## config.mk

```make
export PLATFORM = sky130hd
export DESIGN_NAME = pipelined_addsub_flat
export DESIGN_NICKNAME = d
export VERILOG_FILES = /design/src/rtl/pipelined_addsub_pkg.sv /design/src/rtl/pipelined_addsub_if.sv /design/src/rtl/pipelined_addsub_rca_slice.sv /design/src/rtl/pipelined_addsub.sv /design/src/flat_wrapper.sv
export SDC_FILE = /design/constraint.sdc
export NUM_CORES = 1
export LEC_CHECK = 0
export ABC_AREA = 1
export CAP_MARGIN = 25
export CORE_AREA = 2 2 75 131
export DETAILED_ROUTE_END_ITERATION = 16
export DIE_AREA = 0 0 77 133
export PLACE_DENSITY = 0.74
export SYNTH_ARGS = -nofsm -noshare
export SYNTH_HDL_FRONTEND = slang
export SYNTH_SLANG_ARGS = --single-unit
```

## constraint.sdc

```tcl
create_clock -name clk -period 2.7 [get_ports clk]
set_input_delay 0.27 -clock clk [delete_from_list [all_inputs] [get_ports clk]]
set_output_delay 0.27 -clock clk [all_outputs]
set_load 0.01 [all_outputs]
```

## src/rtl/pipelined_addsub_pkg.sv

```systemverilog
// Shared defaults and configuration helper for the pipelined adder/subtractor.
package pipelined_addsub_pkg;

  localparam int unsigned DEF_WIDTH  = 16;
  localparam int unsigned DEF_STAGES = 4;

  // WIDTH must split evenly into at least one slice.
  function automatic bit cfg_ok(input int unsigned width, input int unsigned stages);
    return (stages >= 1) && ((width % stages) == 0);
  endfunction

endpackage

```

## src/rtl/pipelined_addsub_if.sv

```systemverilog
// Operand/result handshake bundle between operand source, adder pipe and consumer.
interface pipelined_addsub_if
  import pipelined_addsub_pkg::*;
#(
  parameter int unsigned WIDTH = DEF_WIDTH
) ();

  logic [WIDTH-1:0] A;
  logic [WIDTH-1:0] B;
  logic             Ci;
  logic             Sub;
  logic             in_valid;
  logic             in_ready;
  logic             out_ready;
  logic             out_valid;
  logic [WIDTH-1:0] Y;
  logic             Co;
  logic             V;
  logic             Z;

  modport master (
    output A, B, Ci, Sub, in_valid, out_ready,
    input  in_ready, out_valid, Y, Co, V, Z
  );

  modport slave (
    input  A, B, Ci, Sub, in_valid, out_ready,
    output in_ready, out_valid, Y, Co, V, Z
  );

endinterface

```

## src/rtl/pipelined_addsub_rca_slice.sv

```systemverilog
// Combinational ripple-carry slice of SW full-adder cells; exports the carry into the MSB.
module rca_slice #(
  parameter int unsigned SW = 4
) (
  input  logic [SW-1:0] a,
  input  logic [SW-1:0] b,
  input  logic          ci,
  output logic [SW-1:0] s,
  output logic          co,
  output logic          c_msb
);

  logic [SW:0] c;

  always_comb begin
    c    = '0;
    s    = '0;
    c[0] = ci;
    for (int unsigned i = 0; i < SW; i++) begin
      s[i]   = a[i] ^ b[i] ^ c[i];
      c[i+1] = (a[i] & b[i]) | (c[i] & (a[i] ^ b[i]));
    end
  end

  assign co    = c[SW];
  assign c_msb = c[SW-1];

endmodule

```

## src/rtl/pipelined_addsub.sv

```systemverilog
// Pipelined WIDTH-bit adder/subtractor: STAGES ripple slices with a registered carry between them.
module pipelined_addsub
  import pipelined_addsub_pkg::*;
#(
  parameter int unsigned WIDTH  = DEF_WIDTH,
  parameter int unsigned STAGES = DEF_STAGES
) (
  input  logic               clk,
  input  logic               reset,
  pipelined_addsub_if.slave  bus
);

  localparam int unsigned SW = (STAGES == 0) ? WIDTH : WIDTH / STAGES;

  if (!cfg_ok(WIDTH, STAGES)) begin : g_bad_cfg
    $error("pipelined_addsub: WIDTH must be a non-zero multiple of STAGES >= 1");
  end

  // Stage-k inputs: stage 0 takes the bus, later stages take the previous stage's registers.
  logic [WIDTH-1:0] in_a   [STAGES];
  logic [WIDTH-1:0] in_b   [STAGES];
  logic [WIDTH-1:0] in_sum [STAGES];
  logic             in_c   [STAGES];
  logic             in_vld [STAGES];

  logic [WIDTH-1:0] nxt_sum [STAGES];
  logic [SW-1:0]    s_w     [STAGES];
  logic             co_w    [STAGES];
  logic             cm_w    [STAGES];

  logic [WIDTH-1:0] q_a   [STAGES];
  logic [WIDTH-1:0] q_b   [STAGES];
  logic [WIDTH-1:0] q_sum [STAGES];
  logic             q_c   [STAGES];
  logic             q_v   [STAGES];
  logic             q_z   [STAGES];
  logic             q_vld [STAGES];

  logic stall;

  assign stall        = q_vld[STAGES-1] & ~bus.out_ready;
  assign bus.in_ready = ~stall;

  always_comb begin
    in_a[0]   = bus.A;
    in_b[0]   = bus.Sub ? ~bus.B : bus.B;
    in_c[0]   = bus.Sub ^ bus.Ci;
    in_sum[0] = '0;
    in_vld[0] = bus.in_valid;
    for (int unsigned k = 1; k < STAGES; k++) begin
      in_a[k]   = q_a[k-1];
      in_b[k]   = q_b[k-1];
      in_c[k]   = q_c[k-1];
      in_sum[k] = q_sum[k-1];
      in_vld[k] = q_vld[k-1];
    end
  end

  for (genvar k = 0; k < STAGES; k++) begin : g_stage
    rca_slice #(.SW(SW)) u_slice (
      .a     (in_a[k][k*SW +: SW]),
      .b     (in_b[k][k*SW +: SW]),
      .ci    (in_c[k]),
      .s     (s_w[k]),
      .co    (co_w[k]),
      .c_msb (cm_w[k])
    );
  end

  // Completed slice bits are merged into the deskewed result word as it travels down the pipe.
  always_comb begin
    for (int unsigned k = 0; k < STAGES; k++) begin
      nxt_sum[k]              = in_sum[k];
      nxt_sum[k][k*SW +: SW]  = s_w[k];
    end
  end

  // Data registers only load with a valid op, so outputs hold across bubbles.
  always_ff @(posedge clk) begin
    if (reset) begin
      for (int unsigned k = 0; k < STAGES; k++) begin
        q_vld[k] <= 1'b0;
        q_a[k]   <= '0;
        q_b[k]   <= '0;
        q_sum[k] <= '0;
        q_c[k]   <= 1'b0;
        q_v[k]   <= 1'b0;
        q_z[k]   <= 1'b0;
      end
    end else if (!stall) begin
      for (int unsigned k = 0; k < STAGES; k++) begin
        q_vld[k] <= in_vld[k];
        if (in_vld[k]) begin
          q_a[k]   <= in_a[k];
          q_b[k]   <= in_b[k];
          q_sum[k] <= nxt_sum[k];
          q_c[k]   <= co_w[k];
          q_v[k]   <= cm_w[k] ^ co_w[k];
          q_z[k]   <= (nxt_sum[k] == '0);
        end
      end
    end
  end

  assign bus.out_valid = q_vld[STAGES-1];
  assign bus.Y         = q_sum[STAGES-1];
  assign bus.Co        = q_c[STAGES-1];
  assign bus.V         = q_v[STAGES-1];
  assign bus.Z         = q_z[STAGES-1];

endmodule

```

## src/flat_wrapper.sv

```systemverilog
// flat-port wrapper written by rule: the top's interface ports become plain ports
module pipelined_addsub_flat import pipelined_addsub_pkg::*;
#(
  parameter int unsigned WIDTH  = DEF_WIDTH,
  parameter int unsigned STAGES = DEF_STAGES
)
  (clk, reset, bus_A, bus_B, bus_Ci, bus_Sub, bus_in_valid, bus_out_ready, bus_in_ready, bus_out_valid, bus_Y, bus_Co, bus_V, bus_Z);
  pipelined_addsub_if #(.WIDTH(WIDTH)) bus_i ();
  input  logic clk;
  input  logic reset;
  input wire logic [$bits(bus_i.A)-1:0] bus_A;
  input wire logic [$bits(bus_i.B)-1:0] bus_B;
  input wire logic [$bits(bus_i.Ci)-1:0] bus_Ci;
  input wire logic [$bits(bus_i.Sub)-1:0] bus_Sub;
  input wire logic [$bits(bus_i.in_valid)-1:0] bus_in_valid;
  input wire logic [$bits(bus_i.out_ready)-1:0] bus_out_ready;
  output wire logic [$bits(bus_i.in_ready)-1:0] bus_in_ready;
  output wire logic [$bits(bus_i.out_valid)-1:0] bus_out_valid;
  output wire logic [$bits(bus_i.Y)-1:0] bus_Y;
  output wire logic [$bits(bus_i.Co)-1:0] bus_Co;
  output wire logic [$bits(bus_i.V)-1:0] bus_V;
  output wire logic [$bits(bus_i.Z)-1:0] bus_Z;
  assign bus_i.A = bus_A;
  assign bus_i.B = bus_B;
  assign bus_i.Ci = bus_Ci;
  assign bus_i.Sub = bus_Sub;
  assign bus_i.in_valid = bus_in_valid;
  assign bus_i.out_ready = bus_out_ready;
  assign bus_in_ready = bus_i.in_ready;
  assign bus_out_valid = bus_i.out_valid;
  assign bus_Y = bus_i.Y;
  assign bus_Co = bus_i.Co;
  assign bus_V = bus_i.V;
  assign bus_Z = bus_i.Z;
  pipelined_addsub #(.WIDTH(WIDTH), .STAGES(STAGES)) u_core (.clk(clk), .reset(reset), .bus(bus_i));
endmodule
```

==> results of run 1 <==
-- routing by layer --
layer | GRT usage | wire [µm]
met5 | 0 | 0
met4 | 0.0754 | 153
met3 | 0.0423 | 316
met2 | 0.232 | 3220
met1 | 0.106 | 1910
-- final timing paths --
path	start	end	slack, ps	cells after the start
max	u_core.q_a[0][44]	u_core.q_z[3]	210	11
min reg2reg	u_core.q_b[0][10]	u_core.q_b[0][26]	540	2
min	u_core.q_b[0][10]	u_core.q_b[0][26]	540	2
max reg2reg	u_core.q_a[0][44]	u_core.q_z[3]	210	11
-- power by group through the flow --
| stage | Sequential (mW) | Combinational (mW) | Clock (mW) |
|---|---|---|---|
| after floorplan | 1.86 | 0.206 | 0 |
| after global placement | 1.85 | 0.333 | 0 |
| after detailed placement | 1.86 | 0.346 | 0 |
| after CTS | 1.83 | 0.349 | 1.24 |
| after global routing | 1.84 | 0.394 | 1.28 |
| final | 1.83 | 0.343 | 1.21 |
-- area by class of cell --
| type | instances | area [µm²] | area share |
|---|---|---|---|
| Sequential cell | 98 | 2940 | 0.545 |
| Multi-Input combinational cell | 153 | 1000 | 0.185 |
| Timing Repair Buffer | 64 | 626 | 0.116 |
| Inverter | 104 | 393 | 0.0728 |
| Clock buffer | 10 | 229 | 0.0424 |
| Tap cell | 122 | 153 | 0.0283 |
| Clock inverter | 6 | 57.6 | 0.0107 |
-- cell usage in the layout, fill, tap and decap left out, drive strengths merged --
cell type	synthesis	routed
buf	10	6
xnor2	16	16
clkinvlp	0	2
nand3	1	1
nor2	103	103
clkbuf	0	10
fa	16	16
o21ai	3	3
nand2	11	11
xor2	2	2
clkinv	0	3
edfxtp	98	98
inv	104	104
clkdlybuf4s50	0	58
nand4	1	1
bufinv	0	1
-- Yosys cell counts --
master,instances
buf_12,1
buf_4,6
buf_6,3
edfxtp_1,98
fa_1,16
inv_1,102
inv_2,1
inv_4,1
nand2_1,9
nand2_2,2
nand3_1,1
nand4_1,1
nor2_1,90
nor2_2,9
nor2_4,4
o21ai_0,3
xnor2_1,16
xor2_1,2
-- flip-flops by register name (all words and copies together) (netlist names) --
name,count
u_core.q_v,1
u_core.q_sum,40
u_core.q_z,1
u_core.q_vld,4
u_core.q_a,24
u_core.q_c,4
u_core.q_b,24
-- worst register-to-register path, stage by stage (launching register included) --
cell and delay, ps:
edfxtp_1 370, inv_1 90, fa_1 170, inv_1 50, fa_1 390, fa_2 380, fa_1 430, inv_1 80
nand2_1 60, nor2_1 150, nand3_1 90, nor2_1 80
-- logic make-up after synthesis --
logic type	after synthesis	share of synthesized area
xor+xnor	18	0.0356
fa+ha+maj	16	0.0724
compound gates	3	0.00339
flops	98	0.665
simple gates	116	0.112
buf+inv	114	0.111
-- metrics by stage --
step | util | setup TNS, ps | area [µm²] | hold WS (ps)
after floorplan | - | 0 | 4420 | 478
after global placement | 0.550 | -102 | 5110 | 525
after detailed placement | 0.550 | -168 | 5110 | 529
after CTS | 0.581 | 0 | 5400 | 546
after global routing | 0.581 | 0 | 5400 | 570
final | 0.581 | 0 | 5400 | 544
==> impl_results.md, run 1 <==
* Status: finished clean
* Iter 0 DRT Violations at 54
* Clock Sinks at 98
* GPL Wtd Cong at 0.743
* Setup Viol. Count Final at 0
* YS warnings at 0
* Worst-path cell chain: inv_1 -> fa_1 -> inv_1 -> fa_1 -> fa_2 -> fa_1 -> inv_1 -> nand2_1 -> nor2_1 -> nand3_1 -> nor2_1
* Tot Pwr at 3.38 mW
* Ratio of cells with drive above 1 in the final layout at 0.0897
* Cell total after placement at 541
* Hold Crit Class: flop to flop
* All-Layer GR Usage at 0.123
* Diodes inserted at 0
* Top post-synthesis cells by area: edfxtp_1 (67%), inv_1 (8.7%), nor2_1 (7.6%)
* RSZ-0062 raised after global routing: false
* First-pass GRT wire length at 9.60 mm
* Worst path top cell family by delay: adder cells
* Largest net degree at the start of global routing at 31
* PostCTS Resize Cnt at 0
* Area Overhead vs Synth at 22.1%
* Clk pwr share at 0.359
* Arrival @ worst endpoint at 2690 ps
* Logic pwr share at 0.101
* Core Area at 0.00929 mm²
* Pwr dens at 626 mW/mm²
* Synth Cell Area at 0.00442 mm²
* Die W at 77 µm
* Synthesized area per cell at 12.1 µm²
* Final hold vios at 0
* Skew-Pair Late Insertion Delay at 340 ps
* Initial Util at 0.476
* Post-Syn Instances at 365
* Clock buffer depth at 2
* Yosys top cell area share at 0.665
* Final critical-path required period at 2490 ps
* Fill cells at 801
* Max Freq at 0.402 GHz
* Vias in the first global route at 2332
* Initial antenna violation count at 0
* Switching portion of total power at 0.213
* Max Cap Viol at 0
* Routed WL at 5.61 mm
* Internal Pwr Total at 2.66 mW
* Power share of the sequential group at 0.540
* CP endpoint kind: flop
* Final setup margin at 211 ps
* GR Overflow Total at 0
* DP HPWL at 4.22 mm
* Worst EP required at 2900 ps
* CP startpoint kind: flop
* H-tree depth at 3
* Final period util at 0.922
* Row count at 47
* Leakage at 2.21 nW
* CTS Hold Bufs at 0
* CTS tree: done
* Slew @ Worst Pin at 686 ps
* Clock Skew at 5.49 ps
* Vias per cell at 4.27
* Crit path largest cell delay at 430 ps
* Yosys reg bits at 98
* Sw Pwr at 722 µW
* Post-DRT Antenna Nets at 0
* Final slew viol count at 0
* Max VDD drop at 0.000416 V
* Post CTS Setup Buffer Count at 0
* Via count at 2378
* WP buf/inv at 3
* Residual DRC at 0
* Clk slew on worst S/H paths at 60 ps
* Pre-CTS setup slack at -168 ps
* Count of different cell masters after synthesis at 18
* Fin cells at 557
* Die ar. at 0.0102 mm²
* Crit path kind: flop to flop
* Nets at 484
* Wire per inst at 10.1 µm
* Clock root buffer: clkbuf_16
* Seq/Total Area, Yosys at 0.665
* Io pins at 59
* Worst rel slew slack at 0.541
* Chip Height at 133 µm
* Number of I/O port buffers at 58
* Slowest-stage cell, CP: fa_1
* Num CTS Buffers at 9
* Mapped Nets at 419
* Synth area leader: edfxtp_1
* Crit-path max FO at 2
* First-pass iteration count of the detailed router at 4
Power figures use the tool's default switching activity.
==> inputs of run 2 (changes only) <==
--- a/config.mk
+++ b/config.mk
@@ -7,10 +7,10 @@
 export LEC_CHECK = 0
 export ABC_AREA = 1
 export CAP_MARGIN = 25
-export CORE_AREA = 2 2 75 131
+export CORE_AREA = 2 2 84 106
 export DETAILED_ROUTE_END_ITERATION = 16
-export DIE_AREA = 0 0 77 133
-export PLACE_DENSITY = 0.74
+export DIE_AREA = 0 0 86 108
+export PLACE_DENSITY = 0.78
 export SYNTH_ARGS = -nofsm -noshare
 export SYNTH_HDL_FRONTEND = slang
 export SYNTH_SLANG_ARGS = --single-unit
==> constraint.sdc (replaced) <==
create_clock -name clk -period 2.4 [get_ports clk]
set_input_delay 0.24 -clock clk [delete_from_list [all_inputs] [get_ports clk]]
set_output_delay 0.24 -clock clk [all_outputs]
set_load 0.01 [all_outputs]
==> run 2 against run 1 <==
- core utilization is 6.6 points higher
- register-to-register slack worse by 170 ps
- first-iteration DRC count is 69% higher
- cell area is 1.8% lower
- critical endpoint unchanged
- maximum frequency is 5.4% higher
- clock power is 25% lower
- critical path depth stayed put
- count of clock-buffer cells in the layout is 1 lower
- via count is 1.1% lower
- clock skew is 5.5 ps higher
- hold slack worse by 31 ps
==> impl_results.md, run 2 (same netlist as run 1, synthesis figures left out) <==
* Skew-Pair Late Insertion Delay at 360 ps
* CTS tree: done
* H-tree depth at 3
* Max VDD drop at 0.000458 V
* Slew @ Worst Pin at 446 ps
* Pwr dens at 635 mW/mm²
* Final setup margin at 39.1 ps
* Core Area at 0.00819 mm²
* Wire per inst at 10.3 µm
* Worst rel slew slack at 0.702
* Die W at 86 µm
* Critical path depth in cells at 11
* Seq. cell area at 0.00294 mm²
* Critical Path Most Common Cell: inv_1
* CP endpoint kind: flop
* Clock Skew at 11.0 ps
* Crit path largest cell delay at 490 ps
* Final slew viol count at 0
* All-Layer GR Usage at 0.135
* CP startpoint kind: flop
* Pre-CTS setup slack at -407 ps
* Max Freq at 0.424 GHz
* Worst Hold End: u_core.q_a[0][10]
* Worst r2r src: u_core.q_c[2]
* First-pass iteration count of the detailed router at 4
* Final core utilization at 0.647
* Largest registers: u_core.q_sum (40), u_core.q_a (24), u_core.q_b (24)
* Reg with most FFs: u_core.q_sum
* Fin Hold WS at 512 ps
* RSZ-0062 raised after global routing: true
* Status: finished clean
* Num CTS Buffers at 9
* Vias in the first global route at 2261
* Clock Sinks at 98
* Setup Viol. Count Final at 0
* Io pins at 59
* Iter 0 DRT Violations at 91
* WP buf/inv at 3
* CTS Hold Bufs at 0
* Multi-input gate area at 0.00101 mm²
* Number of I/O port buffers at 58
* Commonest non-fill, non-tap cell in the layout: inv_1
* Max FFs per register at 40
* Crit-path max FO at 2
* Crit path kind: flop to flop
* Slowest-stage cell, CP: fa_1
* Cell total after placement at 520
* Largest net degree at the start of global routing at 31
* Worst EP required at 2530 ps
* Worst-path cell chain: inv_1 -> fa_1 -> inv_1 -> fa_2 -> fa_2 -> fa_1 -> inv_1 -> nand2_1 -> nor2_2 -> nand3_1 -> nor2_1
* HP Start: bus_A[10]
* Final period util at 0.984
* Nets at 489
* Via count at 2352
* Worst path top cell family by delay: adder cells
* Arrival @ worst endpoint at 2490 ps
* Reg2reg setup slack at 40 ps
* Clock buffer depth at 2
* Die ar. at 0.00929 mm²
* Final hold vios at 0
* Row count at 37
* Post-DRT Antenna Nets at 0
* Fill cells at 628
* Hold path cells at 3
* Initial Util at 0.540
* Routed WL at 5.54 mm
* Worst R2R End: u_core.q_z[3]
* Max Cap Viol at 0
* Clock root buffer: clkbuf_8
* Setup TNS Final at 0 ps
* Initial antenna violation count at 0
* Chip Height at 108 µm
* Area after DPL at 0.00512 mm²
* Leakage at 2.18 nW
* Residual DRC at 0
* Diodes inserted at 0
* Fin cells at 537
* DP HPWL at 4.18 mm
* GR Overflow Total at 0
* Commonest non-fill, non-tap cells in the layout: inv_1 (102), edfxtp_1 (98), nor2_1 (89)
* GPL Wtd Cong at 0.715
* Worst Reg2Reg Path Length in Cells at 11
* First-pass GRT wire length at 9.42 mm
* Hold Crit Class: input port to flop
* Final critical-path required period at 2360 ps
* Vias per cell at 4.38
* Tot Pwr at 3.36 mW
* Clk slew on worst S/H paths at 90 ps
* Fin area at 0.00530 mm²
* Ratio of cells with drive above 1 in the final layout at 0.109
* Area Overhead vs Synth at 19.8%
[run 2: cell count changes in the layout (fill, tap and decap cells not counted), sizes merged]
| cell | before | now |
|---|---|---|
| buf | 6 | 11 |
| clkinv | 3 | 4 |
| clkdlybuf4s50 | 58 | 57 |
| dlygate4sd2 | 0 | 1 |
| bufinv | 1 | 0 |
| inv | 104 | 105 |
| clkbuf | 10 | 9 |
[run 2: metal layers]
metal / track usage / vias to the layer above / wire length (µm)
met3: 0.0305 / 15 / 262
met2: 0.236 / 64 / 2890
met5: 0 / - / 0
met4: 0.0952 / 0 / 191
met1: 0.141 / 1040 / 2190
li1: - / 1233 / -
[run 2: cell type report]
class,count,area share
sequential,98,0.555
multi-input combinational,153,0.191
clock buffer,9,0.0234
timing repair buffer,69,0.125
clock inverter,7,0.00826
tap,97,0.0229
inverter,104,0.0741
[run 2: worst reg2reg max path, stage by stage (launching register included)]
cell and delay, ps:
edfxtp_1 390, inv_1 80, fa_1 150, inv_1 50
fa_2 330, fa_2 370, fa_1 490, inv_1 50
nand2_1 70, nor2_2 40, nand3_1 70, nor2_1 40
[run 2: what timing repair did]
item	4_1_cts	5_1_grt
buffers inserted	1	0
pin swaps	1	1
endpoints found under the setup margin	2	2
cloned	0	0
resized for setup	3	1
[run 2: where the power goes]
group	internal (mW)	total (mW)	leakage [nW]	switching [mW]
registers	2.01	2.05	1.05	0.0382
clock network	0.371	0.911	0.0784	0.540
logic	0.194	0.403	1.05	0.210
[run 2: worst max path at each step]
stage,end,slack [ps],from
after floorplan,u_core.q_sum[0][3],20,bus_Sub
after global placement,u_core.q_sum[0][3],-350,bus_Sub
after detailed placement,u_core.q_sum[0][3],-410,bus_Sub
after CTS,u_core.q_z[3],8,u_core.q_c[2]
after global routing,u_core.q_z[3],-80,u_core.q_c[2]
final,u_core.q_z[3],40,u_core.q_c[2]
